[src/rtl/clock_pkg.sv]
`default_nettype none
// +----------------------------------------------------------------------+
// | clock_pkg                                                             |
// | Shared state encodings and digit helpers for the HH:MM:SS set logic.  |
// | Revision: 1.0                                                         |
// +----------------------------------------------------------------------+
package clock_pkg;

  typedef enum logic [3:0] {
    ST_RUN     = 4'd0,
    ST_EDIT_SO = 4'd1,
    ST_EDIT_ST = 4'd2,
    ST_EDIT_MO = 4'd3,
    ST_EDIT_MT = 4'd4,
    ST_EDIT_HO = 4'd5,
    ST_EDIT_HT = 4'd6,
    ST_LOAD    = 4'd7
  } state_e;

  localparam logic [3:0] MAX_SO         = 4'd9;
  localparam logic [3:0] MAX_ST         = 4'd5;
  localparam logic [3:0] MAX_MO         = 4'd9;
  localparam logic [3:0] MAX_MT         = 4'd5;
  localparam logic [3:0] MAX_HO         = 4'd9;
  localparam logic [3:0] MAX_HO_CLAMPED = 4'd3;

  // Digit n (1=SO .. 6=HT) occupies bits [4n-1 : 4n-4] of the time word.
  function automatic logic [4:0] digit_lsb(input logic [3:0] n);
    logic [3:0] k;
    k = n - 4'd1;
    return {k[2:0], 2'b00};
  endfunction

endpackage
`default_nettype wire

[src/rtl/cycle_timer.sv]
`default_nettype none
// +----------------------------------------------------------------------+
// | cycle_timer                                                           |
// | Restartable cycle counter; done pulses on the last enabled count.     |
// | Revision: 1.0                                                         |
// +----------------------------------------------------------------------+
module cycle_timer #(
  parameter int unsigned WIDTH = 8
) (
  input  logic             clk,
  input  logic             rst,
  input  logic             restart_i,
  input  logic             enable_i,
  input  logic [WIDTH-1:0] terminal_i,
  output logic             done_o
);

  logic [WIDTH-1:0] count_q;
  logic             at_terminal;

  assign at_terminal = (count_q == terminal_i);
  assign done_o      = enable_i && !restart_i && at_terminal;

  always_ff @(posedge clk) begin
    if (rst) begin
      count_q <= '0;
    end else if (restart_i) begin
      count_q <= '0;
    end else if (enable_i) begin
      count_q <= at_terminal ? '0 : count_q + 1'b1;
    end
  end

endmodule
`default_nettype wire

[src/rtl/clock_set_controller.sv]
`default_nettype none
// +----------------------------------------------------------------------+
// | clock_set_controller                                                  |
// | Time-set sequencer: edits a shadow HH:MM:SS and commits with LOAD.    |
// | Revision: 1.0                                                         |
// +----------------------------------------------------------------------+
module clock_set_controller
  import clock_pkg::*;
#(
  parameter int unsigned IDLE_TIMEOUT  = 50_000_000,
  parameter int unsigned BLINK_HALF    = 12_500_000,
  parameter logic [3:0]  HOUR_TENS_MAX = 4'd2
) (
  input  logic        clk,
  input  logic        rst,
  input  logic        mode_pulse,
  input  logic        inc_pulse,
  input  logic [23:0] time_now,
  output logic [3:0]  state,
  output logic [23:0] time_load,
  output logic        edit_active,
  output logic        blink
);

  localparam int unsigned IDLE_W = (IDLE_TIMEOUT > 1) ? $clog2(IDLE_TIMEOUT) : 1;
  localparam int unsigned BLNK_W = (BLINK_HALF > 1) ? $clog2(BLINK_HALF) : 1;
  localparam logic [IDLE_W-1:0] IDLE_LAST =
    (IDLE_TIMEOUT > 0) ? IDLE_W'(IDLE_TIMEOUT - 1) : '0;
  localparam logic [BLNK_W-1:0] BLNK_LAST =
    (BLINK_HALF > 0) ? BLNK_W'(BLINK_HALF - 1) : '0;

  state_e      state_q, state_d;
  logic [23:0] shadow_q, shadow_d;
  logic        edit_q, edit_d;
  logic        blink_q, blink_d;

  logic        in_edit;
  logic        any_pulse;
  logic        timer_restart;
  logic        idle_done;
  logic        blink_done;

  assign in_edit       = (state_q != ST_RUN) && (state_q != ST_LOAD);
  assign any_pulse     = mode_pulse | inc_pulse;
  assign timer_restart = (in_edit && any_pulse) || ((state_q == ST_RUN) && mode_pulse);

  cycle_timer #(.WIDTH(IDLE_W)) u_idle_timer (
    .clk        (clk),
    .rst        (rst),
    .restart_i  (timer_restart),
    .enable_i   (in_edit && !any_pulse && (IDLE_TIMEOUT != 0)),
    .terminal_i (IDLE_LAST),
    .done_o     (idle_done)
  );

  cycle_timer #(.WIDTH(BLNK_W)) u_blink_timer (
    .clk        (clk),
    .rst        (rst),
    .restart_i  (timer_restart),
    .enable_i   (in_edit && !any_pulse),
    .terminal_i (BLNK_LAST),
    .done_o     (blink_done)
  );

  // Increment of the selected digit, including the hours-tens clamp of HO.
  logic [4:0]  sel_lsb;
  logic [3:0]  sel_cur;
  logic [3:0]  sel_max;
  logic [3:0]  sel_inc;
  logic [23:0] shadow_inc;

  always_comb begin
    sel_lsb    = digit_lsb(state_q);
    sel_cur    = shadow_q[sel_lsb +: 4];
    sel_max    = MAX_SO;
    unique case (state_q)
      ST_EDIT_ST: sel_max = MAX_ST;
      ST_EDIT_MO: sel_max = MAX_MO;
      ST_EDIT_MT: sel_max = MAX_MT;
      ST_EDIT_HO: sel_max = (shadow_q[23:20] == HOUR_TENS_MAX) ? MAX_HO_CLAMPED : MAX_HO;
      ST_EDIT_HT: sel_max = HOUR_TENS_MAX;
      default:    sel_max = MAX_SO;
    endcase
    sel_inc    = (sel_cur >= sel_max) ? 4'd0 : sel_cur + 4'd1;
    shadow_inc = shadow_q;
    shadow_inc[sel_lsb +: 4] = sel_inc;
    if ((state_q == ST_EDIT_HT) && (sel_inc == HOUR_TENS_MAX) &&
        (shadow_q[19:16] > MAX_HO_CLAMPED)) begin
      shadow_inc[19:16] = MAX_HO_CLAMPED;
    end
  end

  always_comb begin
    state_d  = state_q;
    shadow_d = shadow_q;
    unique case (state_q)
      ST_RUN: begin
        if (mode_pulse) begin
          shadow_d = time_now;
          state_d  = ST_EDIT_HT;
        end
      end
      ST_LOAD: state_d = ST_RUN;
      default: begin
        if (mode_pulse) begin
          state_d = (state_q == ST_EDIT_SO) ? ST_LOAD : state_e'(state_q - 4'd1);
        end else if (inc_pulse) begin
          shadow_d = shadow_inc;
        end else if (idle_done) begin
          state_d = ST_RUN;
        end
      end
    endcase

    edit_d = (state_d != ST_RUN) && (state_d != ST_LOAD);
    if (!edit_d || timer_restart) begin
      blink_d = 1'b0;
    end else if (blink_done) begin
      blink_d = ~blink_q;
    end else begin
      blink_d = blink_q;
    end
  end

  always_ff @(posedge clk) begin
    if (rst) begin
      state_q  <= ST_RUN;
      shadow_q <= '0;
      edit_q   <= 1'b0;
      blink_q  <= 1'b0;
    end else begin
      state_q  <= state_d;
      shadow_q <= shadow_d;
      edit_q   <= edit_d;
      blink_q  <= blink_d;
    end
  end

  assign state       = state_q;
  assign time_load   = shadow_q;
  assign edit_active = edit_q;
  assign blink       = blink_q;

endmodule
`default_nettype wire
[config.mk]
export PLATFORM = sky130hd
export DESIGN_NAME = clock_set_controller
export DESIGN_NICKNAME = d
export VERILOG_FILES = /design/src/rtl/clock_pkg.sv /design/src/rtl/cycle_timer.sv /design/src/rtl/clock_set_controller.sv
export SDC_FILE = /design/constraint.sdc
export NUM_CORES = 1
export LEC_CHECK = 0
export CORE_MARGIN = 2
export CORE_UTILIZATION = 52
export CTS_CLUSTER_SIZE = 8
export DETAILED_ROUTE_END_ITERATION = 12
export GPL_TIMING_DRIVEN = 0
export PLACE_DENSITY = 0.8
export SLEW_MARGIN = 20
export SYNTH_ARGS = -nofsm -noshare
export SYNTH_HDL_FRONTEND = slang
export SYNTH_HIERARCHICAL = 1
export SYNTH_SLANG_ARGS = --single-unit
export TNS_END_PERCENT = 1
[constraint.sdc]
create_clock -name clk -period 3.9 [get_ports clk]
set_input_delay 0.975 -clock clk [delete_from_list [all_inputs] [get_ports clk]]
set_output_delay 0.975 -clock clk [all_outputs]
set_load 0.01 [all_outputs]
* Word-level counts from Yosys, hierarchy flattened *
Cells that the tools add are included.
Widths: inputs -> output; s select.

word-level totals
  register bits after elaboration = 80
  bits of input ports = 28
  output and inout bits = 30

operators by class
  add/sub/neg operators = 5
  equal/unequal tests = 14
  reductions and logical operators = 23
  bitwise operators = 3
  multiplexer cells = 17
  shift-type cells = 3
  $lt $le $gt $ge = 2

operator list
  cell                    number
  $mux 24                 4
  $pmux 24 s2             1
  $mux 4                  8
  $add 26x1->26 const B   1
  $eq 26x26->1 const B    1
  $mux 26                 1
  $add 24x1->24 const B   1
  $bwmux 24               1
  $eq 24x24->1 const B    1
  $shift 4x7->24 const A  1
  $shiftx 24x6->4         1
  $shiftx 4x7->24         1
  $eq 4x3->1 const B      4
  $eq 4x2->1 const B      3
  $pmux 4 s3              1
  $logic_and 1x1->1       10
  $ne 4x3->1 const B      2
  $pmux 4 s2              1
  $reduce_bool 4->1       2
  $neg 5->7               1
  $reduce_or 2->1         3
  $add 4x1->4 const B     1
  $eq 4x1->1 const B      1
  $ge 4x4->1              1
  other kinds (11)        15

* Logic depth before layout (Yosys ltp) *
  depth after elaboration = 16
  depth in mapped cells = 19
  mapped depth without buffers = 14

* Modules after synthesis *
Netlist, hierarchy kept.

by module, submodules not included
  module                        instances  area an instance (µm²)  cells each  sequential area each (µm²)
  clock_set_controller          1          2,348.5                 278         600.6
  cycle_timer at u_idle_timer   1          1,462.7                 164         520.5
  cycle_timer at u_blink_timer  1          1,343.8                 151         480.5

* Worst setup path after synthesis *
No wires, ideal clock.

  path kind = reg2reg
  start = register state_q[0], in the netlist state[0]
  end = register blink_q, in the netlist blink
  path buffers = 5
  stages on the path, launching flop included = 20
  arrival = 3.697 ns
  period minus slack after synthesis = 3.830 ns
  setup slack = 0.070 ns
  cell sequence = dfxtp_1 buf_6 inv_1 ha_1 buf_4 inv_2 nor3_2 clkbuf_1 buf_1 nor4_1 buf_2 nand4_1 or4_4 nor3_1 nor2b_1 a21oi_1 o32ai_1 nand4_1 a221oi_2 nor4_1

between the ends
  cells in the longest elaborated chain, start to end = 16

RTL lines
  item                                             line                         RTL
  start: declaration                               clock_set_controller.sv:32   state_e state_q, state_d;
  start signal: assignment                         clock_set_controller.sv:132  state_q <= state_d;
  $ne 4x3->1 or $reduce_bool 4->1 (tied branches)  clock_set_controller.sv:43   assign in_edit = (state_q != ST_RUN) && (state_q != ST_LOAD);
  $logic_and 1x1->1                                clock_set_controller.sv:43
  $logic_and 1x1->1                                clock_set_controller.sv:45   assign timer_restart = (in_edit && any_pulse) || ((state_q == ST_RUN) && mode_pulse);
  $logic_or 1x1->1                                 clock_set_controller.sv:45
  $logic_not 1->1                                  cycle_timer.sv:22            assign done_o = enable_i && !restart_i && at_terminal;
  $logic_and 1x1->1 (*) (2 in a row)               cycle_timer.sv:22
  net idle_done                                    clock_set_controller.sv:40   logic idle_done;
  $mux 4 (*)                                       clock_set_controller.sv:109  end else if (idle_done) begin
  $mux 4 (*)                                       clock_set_controller.sv:107  end else if (inc_pulse) begin
  $mux 4 (*)                                       clock_set_controller.sv:105  if (mode_pulse) begin
  $pmux 4 s2 (*)                                   clock_set_controller.sv:96   unique case (state_q)
  $ne 4x3->1 or $reduce_bool 4->1 (tied branches)  clock_set_controller.sv:115  edit_d = (state_d != ST_RUN) && (state_d != ST_LOAD);
  $logic_and 1x1->1 (*)                            clock_set_controller.sv:115
  $logic_not 1->1 (*)                              clock_set_controller.sv:116  if (!edit_d || timer_restart) begin
  $logic_or 1x1->1 (*)                             clock_set_controller.sv:116
  $reduce_or 2->1 (no line) (*)                    n/a
  end signal: assignment                           clock_set_controller.sv:135  blink_q <= blink_d;
  end: declaration                                 clock_set_controller.sv:35   logic blink_q, blink_d;

The timed path passes the listed nets; every way through them passes the cells marked *.
A chain may end at the register's enable or synchronous reset.

* Worst setup path in the final report *
Ends and elaborated chain as after synthesis.

==> flow_summary.json <==
{
  "drc_errors": 0,
  "drive_gt1_frac": 0.128,
  "hold_path_class": "register to register",
  "cts_tree": "yes",
  "cts_sinks": 80,
  "die_area_mm2": 0.0107,
  "synth.most_common_cell": "nor2_1",
  "whs_ns": 0.520,
  "grt_max_degree": 15,
  "start_kind": "register",
  "layout.cells.non_filler": 853,
  "yosysSeqAreaShare": 0.311,
  "synthArstFlopShare": 0,
  "p_leak_nw": 2.34,
  "antenna_found_initial": 1,
  "period_minus_slack_ns": 3.64,
  "yosys_warnings": 6,
  "h-tree-depth": 3,
  "dpl_cell_area_mm2": 0.00606,
  "clock.fmax_mhz": 275,
  "vias": 4756,
  "ioPinCount": 58,
  "wl_per_cell_um": 15.4,
  "setup_viol": 0,
  "cellPowerDensity_mw_per_mm2": 368,
  "viasPerCell": 5.58,
  "first_pass_iters": 5,
  "critPathBufInv": 7,
  "critPathTopFamily": "simple AND/OR/NAND/NOR gates",
  "worstPathCellList": "buf_8 -> inv_2 -> ha_1 -> buf_4 -> inv_2 -> nor3_2 -> buf_6 -> buf_4 -> nor4_4 -> buf_4 -> nand4_1 -> or4_4 -> nor3_4 -> nor2b_4 -> mux2i_1 -> a21oi_2 -> nand4_1 -> a221oi_2 -> nor4_1",
  "grtUsageTotal": 0.249,
  "clockBufferDepth": 2,
  "endpoint_kind": "register",
  "cp_slowest_stage_delay_ns": 0.47,
  "outcome": "complete, no violations",
  "ant_nets": 0,
  "yosys.area.top_type": "dfxtp_1",
  "ys_types": 73,
  "grt_pass1_vias": 4751,
  "required_ns": 4.14,
  "finalPower_w": 0.00236,
  "rows": 36,
  "synth_common_cells": "nor2_1 (97), dfxtp_1 (80), xor2_1 (56), xnor2_1 (43), nand2_1 (35)",
  "worst_pin_slew_ns": 0.964,
  "path_max_fanout": 10,
  "synth-edff-count": 0,
  "maxSlewHeadroom": 0.348,
  "place_inst": 830,
  "yosys_most_used_dff": "dfxtp_1",
  "cap_violations": 0,
  "ir_worst_vdd_mv": 0.225,
  "place_congestion": 0.941,
  "area_growth_pct": 24.6,
  "syn_inst": 593,
  "first_iter_violations": 298,
  "final_nets": 757,
  "cts_buffers": 9,
  "slew_violations": 0,
  "hpwl_um": 9770,
  "clk_latency_ns": 0.37,
  "io_buffers": 56,
  "period_share": 0.933,
  "crit_slowest_cell": "or4_4",
  "cp_common_cell": "buf_4",
  "die_w_um": 104,
  "finish.utilization": 0.663,
  "diodes": 0,
  "cts_root_buf": "clkbuf_8",
  "syn_area_mm2": 0.00515,
  "path_clk_slew_ns": 0.09,
  "synth_area_leaders": "dfxtp_1 (31%), xor2_1 (9.5%), xnor2_1 (7.3%), nor2_1 (7.1%), ha_1 (3.4%)",
  "die_y_um": 104,
  "syn_avg_cell_area_um2": 8.69,
  "rsz0062_at_grt": "false",
  "skew_ns": 0.0109,
  "arrival_ns": 3.88,
  "drt-total-wl_um": 13100,
  "floorplan.initialDensity": 0.532,
  "yosysTopAreaCellShare": 0.311,
  "final_area_mm2": 0.00642,
  "ys_seq_elements": 80,
  "path_class": "register to register",
  "core_area_mm2": 0.00968,
  "grt_pass1_wl_um": 22000,
  "grt_remaining_overflow": 0,
  "finalHoldViolations": 0
}
-- cell type report --
class / count / area (um2)
Tap cell: 133 / 166
Multi-Input combinational cell: 525 / 3590
Clock inverter: 6 / 90.1
Timing Repair Buffer: 63 / 613
Inverter: 11 / 41.3
Buffer: 25 / 174
Clock buffer: 10 / 138
Sequential cell: 80 / 1610
Fill cell: 794 / 3260
-- cell usage in the layout (no fill, tap or decap), types with 11 or more instances in the layout --
cell type	instances
a21oi_1	11
clkdlybuf4s50_1	56
xor2_1	56
dfxtp_1	79
and3_1	11
nor2_1	96
a211oi_1	14
buf_4	11
nand3_1	26
conb_1	50
nand4_1	25
xnor2_1	43
ha_1	14
nand2_1	35
-- what timing repair did --
item	in CTS	in global routing
resized for setup	13	9
buffers inserted	3	4
hold buffers	0	0
endpoints found under the setup margin	20	19
pin swaps	2	6
-- path summary, 6_finish.rpt --
kind,from,endpoint,slack [ns],cells past startpoint
min reg2reg,time_load[14],time_load[14],0.52,2
min,time_load[14],time_load[14],0.52,2
max,state[0],blink,0.26,19
max reg2reg,state[0],blink,0.26,19
-- routing by layer --
layer	up-vias	wire [um]	global-route usage
met5	-	0	0
li1	2307	-	-
met2	167	6450	0.429
met1	2247	5480	0.294
met3	35	804	0.0541
met4	0	376	0.120
-- power breakdown --
| part | switching (W) | internal, W |
|---|---|---|
| Combinational | 0.000426 | 0.000323 |
| Clock | 0.000328 | 0.000380 |
| Sequential | 0.0000428 | 0.000862 |
-- kinds of logic after synthesis --
logic type	Yosys count	share of synthesized area
xor+xnor	101	0.177
simple gates	259	0.262
other cells	2	0.00146
compound gates	87	0.140
buf+inv	36	0.0383
fa+ha+maj	14	0.0340
flops	80	0.311
mux	14	0.0371
-- metrics by stage --
step | TNS, ns | setup slack (ns)
finish | 0 | 0.260
global placement | -2.49 | -0.705
detailed placement | -2.71 | -0.728
floorplan | 0 | 0.0703
CTS | 0 | 0.0169
global route | 0 | 0.0190
-- tightest hold or removal path: cells and delay by family (launching register included) --
family,cells,cell delay [ns]
AOI/OAI and AO/OA,1,0.05
and+or+nand+nor,1,0.10
DFF,1,0.33
-- state kept, by name (all words and copies together) (netlist names) --
name,flops
u_idle_timer/count_q,26
time_load,24
blink,1
edit_active,1
u_blink_timer/count_q,24
state,4
(Power assumes the default switching activity.)
